### config.mk
export PLATFORM = sky130hd
export DESIGN_NAME = apb_fifo_slave
export DESIGN_NICKNAME = d
export VERILOG_FILES = /design/src/rtl/apb_fifo_slave.sv
export SDC_FILE = /design/constraint.sdc
export NUM_CORES = 1
export LEC_CHECK = 0
export CORE_ASPECT_RATIO = 1.4
export CORE_MARGIN = 2
export CORE_UTILIZATION = 51
export CTS_BUF_LIST = sky130_fd_sc_hd__clkbuf_16
export DETAILED_ROUTE_END_ITERATION = 10
export GPL_ROUTABILITY_DRIVEN = 0
export PLACE_DENSITY = 0.74
export SLEW_MARGIN = 20
export SYNTH_ARGS = -nofsm -noshare
export SYNTH_HDL_FRONTEND = slang
export SYNTH_SLANG_ARGS = --single-unit
### constraint.sdc
create_clock -name clk -period 3.3 [get_ports clk]
set_input_delay 0.33 -clock clk [delete_from_list [all_inputs] [get_ports clk]]
set_output_delay 0.33 -clock clk [all_outputs]
set_load 0.005 [all_outputs]
### src/rtl/apb_fifo_slave.sv
// APB responder exposing a DEPTH-word FIFO mailbox through DATA/STATUS/CTRL/PEEK registers.
// Transfers may be stretched by WAIT_CYCLES wait states before completion.
module apb_fifo_slave #(
    parameter int unsigned BUS_WIDTH   = 16,
    parameter int unsigned DATA_WIDTH  = 16,
    parameter int unsigned DEPTH       = 8,
    parameter int unsigned WAIT_CYCLES = 0
) (
    input  logic                  clk,
    input  logic                  reset,
    input  logic [BUS_WIDTH-1:0]  S_PADDR,
    input  logic                  S_PWRITE,
    input  logic                  S_PSELx,
    input  logic                  S_PENABLE,
    input  logic [DATA_WIDTH-1:0] S_PWDATA,
    output logic [DATA_WIDTH-1:0] S_PRDATA,
    output logic                  S_PREADY,
    output logic                  irq
);
    localparam int unsigned AW = $clog2(DEPTH);
    localparam int unsigned CW = AW + 1;

    typedef enum logic {StIdle, StAccess} state_t;

    state_t                state;
    logic [3:0]            wcnt;
    logic [1:0]            addr;
    logic                  write;

    logic [DATA_WIDTH-1:0] mem [DEPTH];
    logic [AW-1:0]         wptr;
    logic [AW-1:0]         rptr;
    logic [CW-1:0]         count;
    logic                  ovf;
    logic                  udf;

    logic                  ready;
    logic                  empty;
    logic                  full;
    logic                  do_push;
    logic                  do_pop;
    logic                  do_flush;
    logic                  do_clear;
    logic                  set_ovf;
    logic                  set_udf;
    logic [DATA_WIDTH-1:0] status;
    logic                  unused;

    // Only the register-select bits are decoded.
    assign unused = ^S_PADDR[BUS_WIDTH-1:2];

    assign empty = (count == '0);
    assign full  = (count == CW'(DEPTH));
    assign irq   = !empty;

    assign ready = (state == StAccess) && S_PSELx && S_PENABLE && (wcnt == 4'd0);

    assign do_push  = ready && write && (addr == 2'd0) && !full;
    assign set_ovf  = ready && write && (addr == 2'd0) && full;
    assign do_pop   = ready && !write && (addr == 2'd0) && !empty;
    assign set_udf  = ready && !write && (addr == 2'd0) && empty;
    assign do_flush = ready && write && (addr == 2'd2) && S_PWDATA[0];
    assign do_clear = ready && write && (addr == 2'd2) && S_PWDATA[1];

    always_ff @(posedge clk) begin
        if (reset) begin
            state <= StIdle;
            wcnt  <= 4'd0;
            addr  <= 2'd0;
            write <= 1'b0;
        end else begin
            case (state)
                StIdle: begin
                    if (S_PSELx && !S_PENABLE) begin
                        addr  <= S_PADDR[1:0];
                        write <= S_PWRITE;
                        wcnt  <= 4'(WAIT_CYCLES);
                        state <= StAccess;
                    end
                end
                StAccess: begin
                    if (!S_PSELx) begin
                        state <= StIdle;
                    end else if (S_PENABLE) begin
                        if (wcnt != 4'd0) begin
                            wcnt <= wcnt - 4'd1;
                        end else begin
                            state <= StIdle;
                        end
                    end
                end
                default: state <= StIdle;
            endcase
        end
    end

    always_ff @(posedge clk) begin
        if (reset) begin
            wptr  <= '0;
            rptr  <= '0;
            count <= '0;
            ovf   <= 1'b0;
            udf   <= 1'b0;
        end else begin
            if (do_flush) begin
                wptr  <= '0;
                rptr  <= '0;
                count <= '0;
            end else if (do_push) begin
                wptr  <= wptr + 1'b1;
                count <= count + 1'b1;
            end else if (do_pop) begin
                rptr  <= rptr + 1'b1;
                count <= count - 1'b1;
            end
            if (set_ovf) ovf <= 1'b1;
            if (set_udf) udf <= 1'b1;
            if (do_clear) begin
                ovf <= 1'b0;
                udf <= 1'b0;
            end
        end
    end

    // Storage is not reset; flush only rewinds the pointers.
    always_ff @(posedge clk) begin
        if (do_push) mem[wptr] <= S_PWDATA;
    end

    always_comb begin
        status         = '0;
        status[0]      = empty;
        status[1]      = full;
        status[2]      = ovf;
        status[3]      = udf;
        status[8 +: CW] = count;
    end

    always_comb begin
        S_PRDATA = '0;
        if (ready && !write) begin
            case (addr)
                2'd0, 2'd3: if (!empty) S_PRDATA = mem[rptr];
                2'd1:       S_PRDATA = status;
                default:    S_PRDATA = '0;
            endcase
        end
    end

    assign S_PREADY = ready;

endmodule

==> summary.json <==
{
  "yosysTopAreaCellShare": {"value": 0.630},
  "dp_hpwl": {"value": 7140, "unit": "um"},
  "drc": {"value": 0},
  "finalWorstPathRequiredPeriod": {"value": 3.21, "unit": "ns"},
  "tightest_slew": {"value": 0.681, "unit": "ns"},
  "finalCoreUtilization": {"value": 0.634},
  "status": {"value": "completed"},
  "max_clock_freq": {"value": 311, "unit": "MHz"},
  "synth-seq-area-share": {"value": 0.706},
  "pin_count": {"value": 55},
  "ys_warns": {"value": 0},
  "startpoint_type": {"value": "flop"},
  "cts_hold_repair.buffers": {"value": 0},
  "finalCritPeriodShare": {"value": 0.973},
  "ctsLongestPathBuffers": {"value": 2},
  "grt_antenna_before_repair": {"value": 0},
  "slew-limit-headroom": {"value": 0.545},
  "netlist_instances": {"value": 345},
  "cts_root_buf": {"value": "sky130_fd_sc_hd__clkbuf_16"},
  "layout_commonest_cell": {"value": "sky130_fd_sc_hd__edfxtp_1"},
  "criticalPathCategory": {"value": "reg2out"},
  "final.setup_skew": {"value": 0.00659, "unit": "ns"},
  "tritoncts.num_buffers": {"value": 17},
  "critPathMaxFanout": {"value": 9},
  "worst_ep_arrival_time": {"value": 2.88, "unit": "ns"},
  "flow.area_growth_from_synthesis": {"value": 22.3, "unit": "%"},
  "postSynthAreaPerCell": {"value": 17.7, "unit": "sq um"},
  "timing_hold_violations_final": {"value": 0},
  "drt-initial-drc-count": {"value": 201},
  "num_rows": {"value": 47},
  "synth.net_count": {"value": 392},
  "clkLatencyLatePin": {"value": 0.41, "unit": "ns"},
  "top_cells_by_area_in_the_synthesized_netlist": {"value": "sky130_fd_sc_hd__edfxtp_1 (63%), sky130_fd_sc_hd__mux4_2 (12%), sky130_fd_sc_hd__dfxtp_1 (7.5%), sky130_fd_sc_hd__mux2i_1 (3.3%), sky130_fd_sc_hd__nor2_1 (2.0%)"},
  "design.die.area": {"value": 12900, "unit": "sq um"},
  "grt.total_usage": {"value": 0.195},
  "antennaDiodeCount": {"value": 0},
  "path_type_of_the_worst_min_delay_path": {"value": "reg2reg"},
  "starting_utilization_of_the_core_area": {"value": 0.519},
  "first_global_vias": {"value": 3346},
  "placeableCoreArea": {"value": 11800, "unit": "sq um"},
  "route.detailed.wl_per_inst": {"value": 20.1, "unit": "um"},
  "p_per_area": {"value": 555, "unit": "nW/um^2"},
  "total_wire_length": {"value": 11500, "unit": "um"},
  "route.vias.total": {"value": 3264},
  "die_ht": {"value": 133, "unit": "um"},
  "post_synth_instance_area": {"value": 6100, "unit": "sq um"},
  "cts_tree": {"value": "done"},
  "cts_max_level": {"value": 4},
  "setup_violations": {"value": 0},
  "crit_path_cell_trace": {"value": "inv_1, ha_2, or3b_4, or2_4, or3_4, buf_8, nor2_1, clkdlybuf4s50_1"},
  "layout-drive-gt1-share": {"value": 0.227},
  "worst_path_largest_cell_delay": {"value": 0.51, "unit": "ns"},
  "finish.net_count": {"value": 457},
  "filler_instances": {"value": 858},
  "grt_first_pass_wirelength": {"value": 17700, "unit": "um"},
  "clock_sinks": {"value": 151},
  "maximum_number_of_pins_on_one_net_before_global_route_repair": {"value": 25},
  "netlist-cell-type-count": {"value": 36},
  "grt_setup_unrepaired": {"value": "false"},
  "end_kind": {"value": "primary output"},
  "leakage": {"value": 2.53, "unit": "nW"},
  "final-max-slew-violation-count": {"value": 0},
  "clk_transition_reported_paths": {"value": 0.06, "unit": "ns"},
  "highest_count_cells_in_the_layout_ignoring_fill_and_taps": {"value": "sky130_fd_sc_hd__edfxtp_1 (128), sky130_fd_sc_hd__clkdlybuf4s50_1 (33), sky130_fd_sc_hd__mux4_2 (32)"},
  "totalNegativeSetupSlack": {"value": 0, "unit": "ns"},
  "detail_route.vias_per_cell": {"value": 5.73},
  "critical_path.slowest_cell": {"value": "sky130_fd_sc_hd__clkdlybuf4s50_1"},
  "peakVddDrop": {"value": 0.490, "unit": "mV"},
  "grt_remaining_overflow": {"value": 0},
  "io_buffer_count": {"value": 40},
  "postRouteAntennaNets": {"value": 0},
  "max_cap_violations": {"value": 0},
  "required_time_at_the_endpoint_of_the_critical_path": {"value": 2.97, "unit": "ns"},
  "drt_pass1_iterations": {"value": 5},
  "die_w": {"value": 96.4, "unit": "um"},
  "ys_seq_elements": {"value": 151},
  "yosysTopAreaCell": {"value": "sky130_fd_sc_hd__edfxtp_1"}
}
-- critical path, delay by kind of cell (launching register included) --
family        cells  cell delay, ns
buf+inv           3            0.77
simple gates      4            1.20
fa+ha+maj         1            0.18
flops             1            0.31
-- sequential cells by signal (all words and copies together) (netlist names), named ones only --
register,count
addr,2
count,4
mem,128
ovf,1
rptr,3
state,1
udf,1
wcnt,4
wptr,3
write,1
-- final cells by class --
cell class,instances,area (sq um),share of cell area
clock buffer,17,425,0.0570
clock inverter,15,188,0.0252
inverter,8,30.0,0.00403
multi-input combinational,173,1740,0.233
sequential,151,4310,0.577
tap,147,184,0.0247
timing repair buffer,59,589,0.0790
-- final timing paths --
path / from / to / slack (ns) / cells past startpoint
max reg2reg: wcnt[0] / mem[2][10] / 0.70 / 8
min reg2reg: wcnt[1] / wcnt[1] / 0.47 / 2
max: wcnt[0] / S_PRDATA[15] / 0.09 / 8
min: wcnt[1] / wcnt[1] / 0.47 / 2
-- kinds of logic (layout without fill, tap and decap cells) --
kind of cell | after synthesis | count (layout) | share of synthesized area
mux | 52 | 52 | 0.151
simple gates | 80 | 80 | 0.0661
flops | 151 | 151 | 0.706
fa+ha+maj | 10 | 10 | 0.0217
xor+xnor | 10 | 10 | 0.0144
buf+inv | 21 | 99 | 0.0170
compound gates | 21 | 21 | 0.0242
-- where the power goes --
group / leakage [nW] / internal (mW) / switching [mW]
registers: 1.34 / 2.07 / 0.00459
logic: 0.898 / 0.0442 / 0.0495
clock network: 0.297 / 1.25 / 0.715
total: 2.53 / 3.37 / 0.769
-- timing repair --
action	CTS	global route
setup endpoints to repair	10	7
buffers inserted	1	0
pin swaps	2	0
resized for setup	3	9
-- synthesized netlist by cell type (all sizes together) --
| master | count |
|---|---|
| nor3b | 2 |
| nand3 | 7 |
| ha | 9 |
| fa | 1 |
| a21oi | 8 |
| a21o | 2 |
| o22ai | 3 |
| clkbuf | 5 |
| mux2i | 20 |
| nand2b | 3 |
| or3 | 2 |
| xor2 | 7 |
| and2 | 2 |
| buf | 8 |
| or2 | 2 |
| nand2 | 12 |
| edfxtp | 128 |
| or3b | 1 |
| dfxtp | 23 |
| nor4b | 1 |
| inv | 8 |
| nor3 | 9 |
| o21ai | 5 |
| nor2 | 32 |
| mux4 | 32 |
| nor4 | 2 |
| a41oi | 1 |
| nand4 | 3 |
| nand4b | 2 |
| xnor2 | 3 |
| a41o | 2 |
-- layer usage --
metal	vias to the layer above	share of wire	track usage
met3	12	0.048	0.0486
met4	0	0.013	0.0712
li1	1489	-	-
met1	1664	0.41	0.243
met5	-	0	0
met2	99	0.53	0.328
-- per-stage QoR --
step / power, mW / setup WS (ns) / cells / hold slack [ns] / area (sq um)
CTS: 4.17 / 0.0294 / 570 / 0.472 / 7430
floorplan: 2.15 / 0.0879 / 345 / 0.399 / 6110
finish: 4.14 / 0.0881 / 570 / 0.471 / 7460
detailed placement: 2.21 / 0.243 / 537 / 0.458 / 6810
global placement: 2.21 / 0.283 / 537 / 0.456 / 6810
global route: 4.26 / 0.00280 / 570 / 0.511 / 7460
(Power assumes the default switching activity.)
